===== src/rtl/modex_decrypt_sequencer.sv =====
// Sequences one Mod_Exp decrypt per word across a block of encrypted memory.
// Each word result goes out on a valid/ready stream; a per-word timeout aborts the job.
module modex_decrypt_sequencer #(
    parameter int ARQ       = 16,
    parameter int ADDR      = 17,
    parameter int TIMEOUT_W = 16
) (
    input  logic            i_clk,
    input  logic            i_rst,
    input  logic            i_start,
    input  logic [ADDR-1:0] i_base_addr,
    input  logic [ADDR-1:0] i_word_count,
    output logic            o_busy,
    output logic            o_done,
    output logic            o_err_timeout,
    output logic [ADDR-1:0] o_mem_addr,
    output logic            o_mex_rst,
    input  logic            i_mex_finish,
    input  logic [ARQ-1:0]  i_mex_result,
    output logic            o_out_valid,
    input  logic            i_out_ready,
    output logic [ARQ-1:0]  o_out_data,
    output logic [ADDR-1:0] o_out_addr
);

    typedef enum logic [2:0] {
        S_IDLE,
        S_FETCH,
        S_KICK,
        S_WAIT,
        S_EMIT,
        S_DONE
    } state_t;

    localparam logic [ADDR-1:0]      ADDR_ONE = ADDR'(1);
    localparam logic [TIMEOUT_W-1:0] TMO_ONE  = TIMEOUT_W'(1);

    state_t                r_state;
    state_t                w_next;
    logic [ADDR-1:0]       r_addr;
    logic [ADDR-1:0]       r_rem;
    logic [TIMEOUT_W-1:0]  r_tmo;
    logic [ARQ-1:0]        r_out_data;
    logic [ADDR-1:0]       r_out_addr;
    logic                  r_err;
    logic                  w_load;
    logic                  w_capture;
    logic                  w_timeout;
    logic                  w_xfer;

    always_ff @(posedge i_clk or posedge i_rst) begin
        if (i_rst) begin
            r_state <= S_IDLE;
        end else begin
            r_state <= w_next;
        end
    end

    always_comb begin
        w_next      = r_state;
        w_load      = 1'b0;
        w_capture   = 1'b0;
        w_timeout   = 1'b0;
        w_xfer      = 1'b0;
        o_busy      = 1'b0;
        o_done      = 1'b0;
        o_mex_rst   = 1'b1;
        o_out_valid = 1'b0;
        case (r_state)
            S_IDLE: begin
                if (i_start) begin
                    w_load = 1'b1;
                    w_next = (i_word_count == '0) ? S_DONE : S_FETCH;
                end
            end
            S_FETCH: begin
                o_busy = 1'b1;
                w_next = S_KICK;
            end
            S_KICK: begin
                o_busy = 1'b1;
                w_next = S_WAIT;
            end
            S_WAIT: begin
                // finish is only trusted here; a stale flag during KICK is ignored
                o_busy    = 1'b1;
                o_mex_rst = 1'b0;
                if (i_mex_finish) begin
                    w_capture = 1'b1;
                    w_next    = S_EMIT;
                end else if (r_tmo == TMO_ONE) begin
                    w_timeout = 1'b1;
                    w_next    = S_DONE;
                end
            end
            S_EMIT: begin
                o_busy      = 1'b1;
                o_mex_rst   = 1'b0;
                o_out_valid = 1'b1;
                if (i_out_ready) begin
                    w_xfer = 1'b1;
                    w_next = (r_rem == ADDR_ONE) ? S_DONE : S_FETCH;
                end
            end
            S_DONE: begin
                o_done = 1'b1;
                w_next = S_IDLE;
            end
            default: w_next = S_IDLE;
        endcase
    end

    // Timeout is a down-counter loaded in KICK; reaching one in WAIT means
    // 2**TIMEOUT_W-1 cycles elapsed without finish.
    always_ff @(posedge i_clk or posedge i_rst) begin
        if (i_rst) begin
            r_addr     <= '0;
            r_rem      <= '0;
            r_tmo      <= '0;
            r_out_data <= '0;
            r_out_addr <= '0;
            r_err      <= 1'b0;
        end else begin
            if (w_load) begin
                r_addr <= i_base_addr;
                r_rem  <= i_word_count;
                r_err  <= 1'b0;
            end
            if (r_state == S_KICK) begin
                r_tmo <= '1;
            end else if (r_state == S_WAIT) begin
                r_tmo <= r_tmo - TMO_ONE;
            end
            if (w_capture) begin
                r_out_data <= i_mex_result;
                r_out_addr <= r_addr;
            end
            if (w_timeout) begin
                r_err <= 1'b1;
            end
            if (w_xfer) begin
                r_addr <= r_addr + ADDR_ONE;
                r_rem  <= r_rem - ADDR_ONE;
            end
        end
    end

    assign o_mem_addr    = r_addr;
    assign o_err_timeout = r_err;
    assign o_out_data    = r_out_data;
    assign o_out_addr    = r_out_addr;

endmodule

===== config.mk =====
export PLATFORM = sky130hd
export DESIGN_NAME = modex_decrypt_sequencer
export DESIGN_NICKNAME = d
export VERILOG_FILES = /design/src/rtl/modex_decrypt_sequencer.sv
export SDC_FILE = /design/constraint.sdc
export NUM_CORES = 1
export LEC_CHECK = 0
export ABC_AREA = 1
export CAP_MARGIN = 30
export CORE_ASPECT_RATIO = 1.1
export CORE_UTILIZATION = 51
export DETAILED_ROUTE_END_ITERATION = 6
export PLACE_DENSITY_LB_ADDON = 0.2
export SLEW_MARGIN = 30
export SYNTH_ARGS = -nofsm -noshare
export SYNTH_HDL_FRONTEND = slang
export SYNTH_SLANG_ARGS = --single-unit

===== constraint.sdc =====
create_clock -name i_clk -period 3.59 [get_ports i_clk]
set_input_delay 0.8975 -clock i_clk [delete_from_list [all_inputs] [get_ports i_clk]]
set_output_delay 0.8975 -clock i_clk [all_outputs]
set_load 0.02 [all_outputs]

# Word-level counts from Yosys, hierarchy flattened

Cells that the tools add are included.

$add $sub $neg: 3
$mul: 0
Div/mod/pow operators: 0
$lt $le $gt $ge: 0
Equal/unequal tests: 10
Shift operators: 0
Mux-type cells: 28
Bitwise gates (word level): 0
Reduce and logical (&&, ||, !) cells: 8

Operator list:

| kind                                                                   | count |
|---|---|
| 17-bit 2-to-1 mux                                                      | 4 |
| 16-bit 2-to-1 mux                                                      | 2 |
| 3-bit 2-to-1 mux                                                       | 6 |
| 17-bit by 1-bit adder with 17-bit output, second input constant        | 1 |
| 17-bit by 1-bit equality test with 1-bit output, second input constant | 1 |
| 17-bit zero test                                                       | 1 |
| 17-bit by 1-bit subtractor with 17-bit output, second input constant   | 1 |
| 16-bit by 1-bit equality test with 1-bit output, second input constant | 1 |
| 16-bit by 1-bit subtractor with 16-bit output, second input constant   | 1 |
| 1-bit 2-to-1 mux                                                       | 15 |
| 3-bit case mux with 5 select lines                                     | 1 |
| 3-bit by 2-bit equality test with 1-bit output, second input constant  | 2 |
| 3-bit equality test, second input constant                             | 2 |
| 2-bit nonzero test                                                     | 3 |
| 2-bit inequality test, second input constant                           | 2 |
| 4-bit OR reduction                                                     | 1 |
| 3-bit by 1-bit equality test with 1-bit output, second input constant  | 1 |
| 3-bit zero test                                                        | 1 |
| 3-bit inequality test, second input constant                           | 1 |
| 3-bit AND reduction                                                    | 1 |
| 2-bit OR reduction                                                     | 1 |

Flip-flop bits (word level): 87
Bits in latches: 0
RAM bits: 0
Memory bits (read-only): 0
Bits of input ports: 55
Output and inout port bits: 55
Logic and storage cells: 56
Memories: 0

# Logic depth before layout (Yosys ltp)

Word-level depth: 5
Depth in mapped cells: 11
Gate-level depth less buffers: 11

# Worst setup path after synthesis

Ideal clock, no wire load.

Kind: reg2out
Start: reg r_state[2]
End: out o_busy
Arrival time: 1,326 ps
Required time: 2,693 ps
Path slack: 1,367 ps
Cell stages (with the launch flop): 8
Path buffers: 0
Cells stage by stage: dfrtp_1 inv_1 nand2_1 nor2_4 clkinv_1 nand2_1 inv_1 nand2_1

Word-level cells in the longest chain between the ends: 3
Elaborated cells on any way between the ends: 6
Classes of those cells: eq/ne (4); mux (1); reduce/logical (1)

Ends and longest elaborated chain:

| element                                                                | line | source |
|---|---|---|
| start: declaration                                                     | 38   | `state_t r_state;` |
| start signal: assignment                                               | 55   | `r_state <= w_next;` |
| 3-bit by 2-bit equality test with 1-bit output (tied with other cells) | 69   | `case (r_state)` |
| 4-bit OR reduction (no source line) *                                  | --   |  |
| 1-bit 2-to-1 mux *                                                     | 69   |  |
| end: declaration                                                       | 13   | `output logic o_busy,` |

Mark *: on every way between the ends. The rest lies on a longest branch, timed or not.

# Worst setup path after layout

Ends and elaborated chain as after synthesis.

==> flow_metrics.env <==
export IMPL_max_slew_margin_rel_pct=47.5
export IMPL_dr_total_vias=4476
export IMPL_synth_area_leader_cell="dfrtp_1"
export IMPL_tightest_slew_ps=784
export IMPL_fin_tns_setup_ps=0
export IMPL_final_cell_area_um2=6240
export IMPL_htreeDepth=3
export IMPL_fin_crit_ps=3370
export IMPL_stdcell_count=850
export IMPL_grt_overflow_total=0
export IMPL_drc=0
export IMPL_avgRoutedWirePerCell_um=14.3
export IMPL_slew_viol_final=0
export IMPL_ff_latch_area_um2=2180
export IMPL_cts_setup_buffers=0
export IMPL_peakVddDrop_mv=0.359
export IMPL_setup_viol=0
export IMPL_worst_setup_path_end_kind="primary output"
export IMPL_status="completed"
export IMPL_antenna_found_initial=0
export IMPL_nets=788
export IMPL_yosys_top_cells_count="nand2_1 (176), dfrtp_1 (87), nor2_1 (83)"
export IMPL_ys_seq_area_share_pct=44.6
export IMPL_start_util_pct=52.2
export IMPL_grt_pass1_vias=4330
export IMPL_clk_latency_ps=370
export IMPL_vias_per_cell=5.27
export IMPL_rsz0062_at_grt="no"
export IMPL_fin_crit_sh_pct=94.0
export IMPL_cp_start_kind="flip-flop"
export IMPL_routed_wl_um=12200
export IMPL_max_freq_mhz=296
export IMPL_power_density_nw_per_um2=796
export IMPL_syn_inst=618
export IMPL_cts_tree="built"
export IMPL_core_um2=9350
export IMPL_antenna_left=0
export IMPL_critical_path_class="reg2out"
export IMPL_fin_hold_ws_ps=493
export IMPL_yosys_warnings=0
export IMPL_total_leakage_power_nw=2.84
export IMPL_max_cap_viol_count=0
export IMPL_rows=37
export IMPL_synth_cell_type_count=35
export IMPL_yosysMostFrequentCell="nand2_1"
export IMPL_netlist_area_um2=4890
export IMPL_fin_util_pct=66.8
export IMPL_grt_total_usage_pct=25.8
export IMPL_drtIter0Drc=230
export IMPL_crit_required_ps=2690
export IMPL_synth_area_leaders="dfrtp_1 (45%), nand2_1 (14%), nor2_1 (6.4%), mux2_4 (5.5%), nand3_1 (5.5%)"
export IMPL_syn_avg_cell_area_um2=7.91
export IMPL_grt_pass1_wl_um=20000
export IMPL_synth_edf_count=0
export IMPL_ios=110
export IMPL_io_buffer_count=109
export IMPL_cts_made_buffers=9
export IMPL_async_flop_share_pct=100
export IMPL_synth_top_area_share_pct=44.6
export IMPL_dieHeight_um=105
export IMPL_cts_hold_fix_buffers=0
export IMPL_syn_nets=678
export IMPL_placed_cells=834
export IMPL_hold_viol=0
export IMPL_dp_hpwl_um=8900
export IMPL_drive_gt1_share_pct=7.91
export IMPL_clockBufferDepth=2
export IMPL_synth_main_ff_cell="dfrtp_1"
export IMPL_placed_area_um2=6040
export IMPL_clk_pin_slew_ps=100
export IMPL_syn_to_final_growth_pct=27.8
export IMPL_die_w_um=95.3
export IMPL_fin_skew_ps=11.1
export IMPL_n_fill_cell=817
export IMPL_diodes=0
export IMPL_drtPass1Iterations=5
export IMPL_cts_root_buffer="clkbuf_8"
export IMPL_multi_input_area_um2=2300
export IMPL_gp_congestion=0.864
export IMPL_post_cts_resized=0
export IMPL_die_area_um2=9980
export IMPL_cp_max_fo=9
export IMPL_grt_max_degree=74
export IMPL_cts_sinks=87
export IMPL_arrival_ps=2480
export IMPL_hold_path_class="reg2reg"
export IMPL_ys_ff_latch=87
-- registers in the layout, summed over array words and instances (netlist names) --
register       flops
o_mem_addr        17
o_out_addr        17
r_rem             17
o_out_data        16
r_tmo             16
r_state            3
o_err_timeout      1
-- stage by stage --
step | worst slack, ps | power (mW)
global placement | 693 | 4.18
CTS | 204 | 4.99
global route | 18.7 | 5.32
detailed placement | 612 | 4.25
finish | 216 | 4.97
floorplan | 442 | 3.29
-- cells in the final DEF, fill, tap and decap left out, types with 8 or more instances in the layout --
cell type	n
dfrtp_1	87
mux2_4	18
o21ai_0	38
o211ai_1	10
a21oi_1	9
inv_1	62
o21ai_1	8
nor2_1	83
clkbuf_8	9
clkdlybuf4s50_1	109
nand3_1	54
nand2_1	176
-- layer usage --
metal	wire [um]	global-route usage, %	vias to the layer above	part of all wire, %
li1	-	-	2215	-
met1	5300	34.2	2101	43
met2	5950	42.4	141	49
met3	674	3.28	19	5.5
met4	257	10.1	0	2.1
met5	0	0	-	0
-- worst max-delay path, cell delays in order, from the launching register on --
cell and delay, ps:
dfrtp_1 450, inv_1 160, nand2_1 180, nor2_4 210, clkinv_1 280, nand2_1 140, inv_1 60, nand2_1 50
clkdlybuf4s50_1 590
-- cells by family after synthesis --
kind of cell / after synthesis / share of synthesized area, %
AO/OA/AOI/OAI: 82 / 9.78
flip-flops: 87 / 44.6
XOR/XNOR: 2 / 0.359
AND/OR/NAND/NOR: 340 / 30.2
buffers and inverters: 84 / 8.27
adder cells (fa/ha/maj): 5 / 1.28
multiplexers: 18 / 5.53
-- final cells by class --
class | count | share of cell area [%]
Timing Repair Buffer | 115 | 18.4
Tap cell | 117 | 2.34
Multi-Input combinational cell | 447 | 36.9
Sequential cell | 87 | 34.9
Clock buffer | 9 | 1.98
Inverter | 68 | 4.15
Clock inverter | 7 | 1.36
-- worst paths after layout --
| kind | start | slack [ps] | to | depth (start not counted) |
|---|---|---|---|---|
| min | o_out_addr[4] | 490 | o_out_addr[4] | 2 |
| max | r_state[2] | 220 | o_busy | 8 |
| min in group asynchronous | i_rst | 780 | r_tmo[12] | 2 |
| min reg2reg | o_out_addr[4] | 490 | o_out_addr[4] | 2 |
| max in group asynchronous | i_rst | 2140 | r_rem[14] | 3 |
| max reg2reg | r_state[1] | 1650 | o_out_addr[16] | 8 |
-- where the power goes --
part	leakage (nW)	internal (mW)	switching [mW]
logic	1.72	1.11	1.36
clock network	0.107	0.337	0.394
registers	1.02	1.38	0.396
total	2.84	2.83	2.15
Note: power is estimated with default switching activity, not from simulation.
